==> config.mk <==
export PLATFORM = sky130hd
export DESIGN_NAME = dem_sdm_quantizer
export DESIGN_NICKNAME = d
export VERILOG_FILES = /design/src/rtl/lib_switchblock_pkg.sv /design/src/rtl/dem_dither_lfsr.sv /design/src/rtl/dem_sdm_quantizer.sv
export SDC_FILE = /design/constraint.sdc
export NUM_CORES = 1
export LEC_CHECK = 0
export ABC_AREA = 0
export CORE_MARGIN = 2
export CORE_UTILIZATION = 50
export CTS_BUF_LIST = sky130_fd_sc_hd__clkbuf_8
export DETAILED_ROUTE_END_ITERATION = 7
export PLACE_DENSITY = 0.72
export SYNTH_ARGS = -nofsm -noshare
export SYNTH_HDL_FRONTEND = slang
export SYNTH_SLANG_ARGS = --single-unit
==> constraint.sdc <==
create_clock -name clk_i -period 4.8 [get_ports clk_i]
set_input_delay 0.96 -clock clk_i [delete_from_list [all_inputs] [get_ports clk_i]]
set_output_delay 0.96 -clock clk_i [all_outputs]
set_load 0.01 [all_outputs]
==> src/rtl/lib_switchblock_pkg.sv <==
// Shared constants and helpers for the switching-block DEM path: loop widths,
// quantizer step, overload threshold and the dither LFSR recurrence.
package lib_switchblock_pkg;

    localparam int INPUT_WIDTH = 16;
    localparam int ACC_WIDTH   = 20;
    localparam int QSHIFT      = 13;
    localparam int QSTEP       = 1 << QSHIFT;
    localparam int QMAX        = 4;
    localparam int OVL_LIMIT   = 40960;
    localparam int DITHER_BITS = 4;

    localparam logic [15:0] LFSR_SEED = 16'hACE1;

    typedef logic signed [ACC_WIDTH-1:0] acc_t;

    // Fibonacci LFSR x^16+x^14+x^13+x^11, shifting left, feedback into bit 0.
    function automatic logic [15:0] lfsr_next(input logic [15:0] s);
        return {s[14:0], s[15] ^ s[13] ^ s[12] ^ s[10]};
    endfunction

endpackage

==> src/rtl/dem_dither_lfsr.sv <==
// 16-bit dither source; steps once per accepted sample so gaps in the input
// stream do not change the dither sequence seen by the loop.
module dem_dither_lfsr (
    input  logic        clk_i,
    input  logic        reset_i,
    input  logic        adv_i,
    output logic [15:0] lfsr_o
);
    import lib_switchblock_pkg::*;

    logic [15:0] r_lfsr;

    always_ff @(posedge clk_i) begin
        if (reset_i) begin
            r_lfsr <= LFSR_SEED;
        end else if (adv_i) begin
            r_lfsr <= lfsr_next(r_lfsr);
        end
    end

    assign lfsr_o = r_lfsr;

endmodule

==> src/rtl/dem_sdm_quantizer.sv <==
// Second-order error-feedback delta-sigma quantizer: 16-bit PCM in, 9-level
// even code (2*q, q in -QMAX..QMAX) out, NTF (1-z^-1)^2, optional LFSR dither.
module dem_sdm_quantizer #(
    parameter int INPUT_WIDTH = lib_switchblock_pkg::INPUT_WIDTH,
    parameter int ACC_WIDTH   = lib_switchblock_pkg::ACC_WIDTH,
    parameter int QSHIFT      = lib_switchblock_pkg::QSHIFT,
    parameter int QMAX        = lib_switchblock_pkg::QMAX,
    parameter int OVL_LIMIT   = lib_switchblock_pkg::OVL_LIMIT,
    parameter int DITHER_BITS = lib_switchblock_pkg::DITHER_BITS
) (
    input  logic                          clk_i,
    input  logic                          reset_i,
    input  logic signed [INPUT_WIDTH-1:0] x_in_i,
    input  logic                          in_valid_i,
    input  logic                          dither_en_i,
    output logic signed [INPUT_WIDTH-1:0] x_out_o,
    output logic                          out_valid_o,
    output logic                          overflow_o,
    output logic [7:0]                    ovl_count_o
);
    // Handshake: in_valid_i qualifies x_in_i and there is no ready, so every
    // valid sample is taken; out_valid_o marks the cycle a fresh code appears.

    typedef logic signed [ACC_WIDTH-1:0] loop_t;

    localparam int    QSTEP  = 1 << QSHIFT;
    localparam loop_t L_HALF = loop_t'(QSTEP / 2);
    localparam loop_t L_QMAX = loop_t'(QMAX);
    localparam loop_t L_QMIN = loop_t'(-QMAX);
    localparam loop_t L_OVLP = loop_t'(OVL_LIMIT);
    localparam loop_t L_OVLN = loop_t'(-OVL_LIMIT);

    // ---------------- dither source ----------------
    logic [15:0]              w_lfsr;
    logic [15-DITHER_BITS:0]  w_lfsr_unused;
    logic [DITHER_BITS-1:0]   w_dither_bits;

    dem_dither_lfsr u_lfsr (
        .clk_i   (clk_i),
        .reset_i (reset_i),
        .adv_i   (in_valid_i),
        .lfsr_o  (w_lfsr)
    );

    assign w_dither_bits = w_lfsr[DITHER_BITS-1:0];
    assign w_lfsr_unused = w_lfsr[15:DITHER_BITS];

    // ---------------- stage 1: input + dither ----------------
    loop_t w_x_ext;
    loop_t w_dither;
    loop_t r_s1;
    logic  r_s1_valid;

    assign w_x_ext  = {{(ACC_WIDTH-INPUT_WIDTH){x_in_i[INPUT_WIDTH-1]}}, x_in_i};
    assign w_dither = dither_en_i
                    ? {{(ACC_WIDTH-DITHER_BITS){w_dither_bits[DITHER_BITS-1]}}, w_dither_bits}
                    : '0;

    always_ff @(posedge clk_i) begin
        if (reset_i) begin
            r_s1       <= '0;
            r_s1_valid <= 1'b0;
        end else begin
            r_s1_valid <= in_valid_i;
            if (in_valid_i) begin
                r_s1 <= w_x_ext + w_dither;
            end
        end
    end

    // ---------------- stage 2: loop filter, quantizer, overload ----------------
    loop_t r_e1;
    loop_t r_e2;
    loop_t w_v;
    loop_t w_v_round;
    loop_t w_q_raw;
    loop_t w_q;
    loop_t w_y;
    loop_t w_e;
    logic  w_ovl;

    always_comb begin
        w_v       = r_s1 - (r_e1 <<< 1) + r_e2;
        w_v_round = w_v + L_HALF;
        w_q_raw   = w_v_round >>> QSHIFT;
        w_q       = w_q_raw;
        if (w_q_raw > L_QMAX) begin
            w_q = L_QMAX;
        end else if (w_q_raw < L_QMIN) begin
            w_q = L_QMIN;
        end
        w_y   = w_q <<< QSHIFT;
        w_e   = w_y - w_v;
        w_ovl = (w_v > L_OVLP) || (w_v < L_OVLN);
    end

    logic signed [INPUT_WIDTH-1:0] r_x_out;
    logic                          r_out_valid;
    logic                          r_overflow;
    logic [7:0]                    r_ovl_count;

    always_ff @(posedge clk_i) begin
        if (reset_i) begin
            r_e1        <= '0;
            r_e2        <= '0;
            r_x_out     <= '0;
            r_out_valid <= 1'b0;
            r_overflow  <= 1'b0;
            r_ovl_count <= '0;
        end else begin
            r_out_valid <= r_s1_valid;
            r_overflow  <= r_s1_valid && w_ovl;
            if (r_s1_valid) begin
                r_x_out <= {w_q[INPUT_WIDTH-2:0], 1'b0};
                // An overload dumps the loop memory so a runaway state cannot persist.
                if (w_ovl) begin
                    r_e1 <= '0;
                    r_e2 <= '0;
                    if (r_ovl_count != 8'hFF) begin
                        r_ovl_count <= r_ovl_count + 8'd1;
                    end
                end else begin
                    r_e2 <= r_e1;
                    r_e1 <= w_e;
                end
            end
        end
    end

    assign x_out_o     = r_x_out;
    assign out_valid_o = r_out_valid;
    assign overflow_o  = r_overflow;
    assign ovl_count_o = r_ovl_count;

endmodule
==> results of run 1 <==
==> cell usage in the layout, fill, tap and decap left out, types with 11 or more instances in the layout <==
master	count
nand2_1	46
nand3_1	50
a21oi_1	73
nand4_1	11
nand2b_1	47
fa_1	19
xnor2_1	22
ha_1	33
mux2i_1	24
dfxtp_1	86
clkdlybuf4s50_1	42
buf_4	72
inv_1	82
nor2_1	43
o21ai_0	22
xor2_1	11
==> registers in the layout (all words and copies together) (netlist names) <==
name / count
out_valid_o: 1
overflow_o: 1
ovl_count_o: 8
r_e1: 20
r_e2: 20
r_s1: 20
r_s1_valid: 1
u_lfsr.lfsr_o: 16
x_out_o: 7
==> what timing repair did <==
item                       CTS  global route
pin swaps                    3            34
buffers inserted             2            15
setup endpoints to repair    6            25
resized for setup           15            74
==> final timing paths <==
check,endpoint,slack (ps),depth (start not counted)
max,r_e1[18]$_SDFFE_PP0P_,90,24
min,r_s1[9]$_SDFFE_PP0P_,470,2
max reg2reg,r_e1[18]$_SDFFE_PP0P_,90,24
min reg2reg,r_s1[9]$_SDFFE_PP0P_,470,2
==> power by group through the flow <==
stage | clock, mW | combinational, mW | sequential (mW)
2_1_floorplan | 0 | 2.04 | 0.937
3_3_place_gp | 0 | 2.88 | 0.943
3_5_place_dp | 0 | 2.93 | 0.948
4_1_cts | 0.583 | 3.06 | 0.930
5_1_grt | 0.612 | 4.01 | 0.942
6_report | 0.572 | 3.70 | 0.930
==> critical path: cells and delay by family (launching register included) <==
kind	cells	cell delay, ps
AO/OA/AOI/OAI	9	2000
adder cells (fa/ha/maj)	3	910
buffers and inverters	5	490
flip-flops	1	330
multiplexers	1	110
AND/OR/NAND/NOR	6	780
==> metal layers <==
layer / vias to the layer above / global-route usage
met5: - / 0
met4: 0 / 0.0960
met1: 2795 / 0.272
met3: 33 / 0.0268
met2: 152 / 0.382
li1: 2965 / -
==> logic make-up (layout without fill, tap and decap cells) <==
kind of cell             Yosys count  after routing  share of synthesized area
AND/OR/NAND/NOR                  271            271                      0.215
multiplexers                      27             27                     0.0409
adder cells (fa/ha/maj)           64             64                      0.142
other                              1              1                   0.000565
buffers and inverters            127            218                     0.0810
XOR/XNOR                          39             39                     0.0565
flip-flops                        94             94                      0.283
AO/OA/AOI/OAI                    186            186                      0.181
==> layout make-up <==
cell class                      instances  area (um2)
Clock buffer                            9         124
Tap cell                              176         220
Fill cell                            1095        4800
Multi-Input combinational cell        588        4660
Clock inverter                          7        86.3
Timing Repair Buffer                  117         982
Inverter                               85         319
Sequential cell                        94        1890
==> stage by stage <==
step           total power [mW]  TNS (ps)  area, um2
2_1_floorplan              2.98         0       6650
3_3_place_gp               3.83      -311       7520
3_5_place_dp               3.88      -787       7520
4_1_cts                    4.58         0       7830
5_1_grt                    5.57      -319       8290
6_report                   5.20         0       8290
==> flow_summary.yaml, run 1 <==
placed_design:
  gp_congestion: 0.953
  dp_slack_ps: -204
  io_buffers: 44
  dp.cells: 1045
  dp_hpwl_um: 11400
sta:
  hold_ws_ps: 469
  fin_crit_sh: 0.981
  min_period_ps: 4710
  hold_viol_final: 0
  timing.fmax_mhz: 212
  worst_slack_ps: 88.8
  tightest_slew_ps: 744
  rsz0062_at_grt: "true"
  finalSetupViolations: 0
  fin_worst_skew_ps: 12.8
  maxSlewHeadroom: 0.504
  slew_viol_final: 0
grt:
  grt_max_degree: 54
  grt-ovfl-total: 0
  grt_pass1_wl_um: 25800
  grt_use_total: 0.219
  antenna_found_initial: 0
  grt_pass1_vias: 5785
routing:
  wl_um: 16000
  top_layer_used: "met4"
  drc: 0
  dr_wl_met2_um: 7750
  vias: 5945
  wl_per_cell_um: 14.8
  via_per_inst: 5.53
  m1WireLength_um: 7180
  dr_wl_met3_um: 607
  first_pass_iters: 5
  drtIter0Drc: 268
  ant_nets: 0
outcome:
  status: "finished clean"
cells_and_area:
  final_cells: 1076
  layout.nets: 979
  layout-drive-gt1-share: 0.192
  finalCoreUtilization: 0.633
  synthToLayoutAreaGrowth_pct: 24.8
  diodes: 0
critical_path:
  critical_path_class: "reg -> reg"
  cp-end-kind: "register"
  startpoint_type: "register"
  cp.arrival_ps: 5000
  slowest_delay_ps: 530
  worstPathMaxFanout: 4
  required_ps: 5090
  startpoint: "r_s1[4]$_SDFFE_PP0P_"
  slowest_stage: "fa_1"
  r2r-start: "r_s1[4]$_SDFFE_PP0P_"
  path_cells: "inv_1, fa_1, inv_1, ha_4, a211o_1, nor2_4, a211oi_2, buf_4, a2111oi_4, a311oi_4, buf_4, nor2_4, nand2_4, a211oi_4, mux2i_4, nor2_1, ha_1, inv_2, a21oi_2, nand4_1, a21oi_2, nor4b_2, a211o_1, a32o_1"
worst_hold_path:
  hold_class: "reg -> reg"
  min-delay-start: "r_s1[9]$_SDFFE_PP0P_"
job:
  max_cap_violations: 0
power:
  p_leak_nw: 3.35
  irDropWorstVdd_v: 0.000365
  p_seq_frac: 0.179
  pwr-share-clk: 0.110
  power.net_switching_mw: 2.38
  internal-power_mw: 2.82
  power-per-cell-area_nw_per_um2: 628
  comb_power_share: 0.711
  switching_share: 0.458
clock_tree:
  cts_hold_buf: 0
  clock-root-buffer: "clkbuf_8"
  clock_tree.buffer_depth: 2
  clkTransAtPathRegs_ps: 100
  cts_tree: "done"
  cts_sinks: 94
  cts_buffers: 9
  h-tree-depth: 3
  clock_latency_ps: 390
yosys:
  netlist_instances: 809
  synth_cell_type_count: 70
  yosys_warnings: 0
  yosysMostFrequentCell: "dfxtp_1"
  synth.avg_cell_area_um2: 8.21
  synth_nets: 893
  synth-edff-count: 0
  synthArstFlopShare: 0
  yosysTopAreaCell: "dfxtp_1"
  synth.top_cells.by_count: "dfxtp_1 (94), inv_1 (84), a21oi_1 (82)"
  synth_seq_cells: 94
  ys.flop_type: "dfxtp_1"
  ys_seq_area_frac: 0.283
  yosysTopAreaCellShare: 0.283
  synth_area_leaders: "dfxtp_1 (28%), ha_1 (8.5%), a21oi_1 (6.2%), fa_1 (5.7%), inv_1 (4.7%)"
  synth_area_um2: 6640
floorplan:
  fp.dieW_um: 119
  die_h_um: 119
  placementRows: 42
  core_region_area_um2: 13100
  io-pin-count: 46
  start_util: 0.508
  dieArea_um2: 14200
Power figures use the tool's default switching activity.
==> run 2: changes to the inputs <==
--- a/config.mk
+++ b/config.mk
@@ -6,9 +6,9 @@
 export NUM_CORES = 1
 export LEC_CHECK = 0
 export ABC_AREA = 0
+export CAP_MARGIN = 0
 export CORE_MARGIN = 2
 export CORE_UTILIZATION = 50
-export CTS_BUF_LIST = sky130_fd_sc_hd__clkbuf_8
 export DETAILED_ROUTE_END_ITERATION = 7
 export PLACE_DENSITY = 0.72
 export SYNTH_ARGS = -nofsm -noshare
==> flow_summary.yaml, run 2 (synthesized netlist as in run 1, its figures left out) <==
cells_and_area:
  layout.nets: 975
  diodes: 0
  num-fill-cells: 1077
  finalCoreUtilization: 0.637
  final_common_cell: "dfxtp_1"
  final_cells: 1072
  reg_top3: "r_e1 x20, r_e2 x20, r_s1 x20"
  regArea_um2: 1890
  multi_input_area_um2: 4640
  synthToLayoutAreaGrowth_pct: 25.5
  layout-drive-gt1-share: 0.184
  layout_common_cells: "dfxtp_1 (87), inv_1 (82), a21oi_1 (74)"
worst_hold_path:
  min-delay-start: "r_s1[9]$_SDFFE_PP0P_"
  hold_class: "reg -> reg"
critical_path:
  cp-end-kind: "register"
  required_ps: 5050
  startpoint_type: "register"
  r2r-start: "r_s1[5]$_SDFFE_PP0P_"
  startpoint: "r_s1[5]$_SDFFE_PP0P_"
  worstPathMaxFanout: 5
  cp.arrival_ps: 5030
  critical_path_class: "reg -> reg"
routing:
  vias: 5948
  via_per_inst: 5.55
  drtIter0Drc: 303
  drc: 0
  first_pass_iters: 4
  ant_nets: 0
  wl_per_cell_um: 15.0
  wl_um: 16100
sta:
  fin_worst_skew_ps: 6.80
  tightest_slew_ps: 750
  maxSlewHeadroom: 0.500
  worst_slack_ps: 21.7
  fin_crit_sh: 0.995
  min_period_ps: 4780
  slew_viol_final: 0
  timing.fmax_mhz: 209
  rsz0062_at_grt: "true"
  hold_ws_ps: 466
  hold_viol_final: 0
  finalSetupViolations: 0
floorplan:
  dieArea_um2: 14200
  placementRows: 42
  start_util: 0.508
  die_h_um: 119
  core_region_area_um2: 13100
  io-pin-count: 46
  fp.dieW_um: 119
placed_design:
  gp_congestion: 0.953
  dp_slack_ps: -204
  dp_hpwl_um: 11400
  dp.cells: 1045
  io_buffers: 44
clock_tree:
  cts_hold_buf: 0
  h-tree-depth: 3
  cts_buffers: 9
  cts_tree: "done"
  clock_tree.buffer_depth: 2
  clkTransAtPathRegs_ps: 70
  clock_latency_ps: 360
  clock-root-buffer: "clkbuf_16"
  cts_sinks: 94
power:
  p_leak_nw: 3.38
  irDropWorstVdd_v: 0.000377
  power-per-cell-area_nw_per_um2: 639
grt:
  grt_use_total: 0.223
  grt_pass1_wl_um: 26100
  grt_max_degree: 54
  grt_pass1_vias: 5823
  antenna_found_initial: 0
  grt-ovfl-total: 0
outcome:
  status: "finished clean"
job:
  max_cap_violations: 0
-- run 2: cell count changes in the layout (fill, tap and decap cells not counted), moves of 2 or more --
| cell | delta |
|---|---|
| buf_4 | -5 |
| clkbuf_16 | +9 |
| clkbuf_8 | -9 |
| o21ai_0 | -2 |
| o21ai_1 | +3 |
-- run 2: timing repair --
item	in CTS	in global routing
gates resized for setup	15	72
setup endpoints to repair	6	25
setup buffers	2	10
pin swaps	3	33
-- run 2: area by class of cell --
| class | instances | area share |
|---|---|---|
| timing repair buffer | 113 | 0.115 |
| sequential | 94 | 0.227 |
| multi-input combinational | 588 | 0.556 |
| tap | 176 | 0.0264 |
| inverter | 85 | 0.0383 |
| clock buffer | 9 | 0.0270 |
| clock inverter | 7 | 0.0104 |
-- run 2: worst paths after layout --
kind / end / slack (ps) / depth (start not counted)
setup / recovery: r_e1[18]$_SDFFE_PP0P_ / 20 / 24
hold / removal: r_s1[9]$_SDFFE_PP0P_ / 470 / 2
setup reg to reg: r_e1[18]$_SDFFE_PP0P_ / 20 / 24
hold reg to reg: r_s1[9]$_SDFFE_PP0P_ / 470 / 2
-- run 2: metrics by stage --
step / cell area, um2 / setup TNS (ps) / total power, mW
after global routing: 8330 / -332 / 5.68
final: 8330 / 0 / 5.33
after detailed placement: 7520 / -787 / 3.88
after CTS: 7930 / 0 / 4.77
after floorplan: 6650 / 0 / 2.98
after global placement: 7520 / -311 / 3.83
-- run 2: worst max-delay path, stage by stage (launching register included) --
cell and delay (ps):
dfxtp_2 340, inv_1 50, fa_1 530, inv_1 60, ha_4 180, a2111oi_4 340
o21ai_2 120, a31oi_2 290, buf_4 160, buf_4 100, o21ai_1 90, xnor2_2 270
nand4_1 240, nand2b_4 220, mux2i_4 160, mux2i_4 100, nor2_1 140, ha_1 160
inv_2 40, a21oi_2 120, nand4_1 160, a21oi_2 230, nor4b_2 70, a211o_1 230
a32o_1 250
-- run 2: layer usage --
metal | track usage | vias to the layer above | wire length [um]
li1 | - | 2957 | -
met2 | 0.387 | 147 | 7930
met1 | 0.274 | 2821 | 7300
met4 | 0.0833 | 0 | 244
met5 | 0 | - | 0
met3 | 0.0393 | 23 | 639
-- run 2: report_power, final --
group          internal [mW]  total (mW)  switching [mW]
Combinational           1.66        3.64            1.97
Clock                  0.416       0.757           0.341
Sequential             0.861       0.931          0.0703
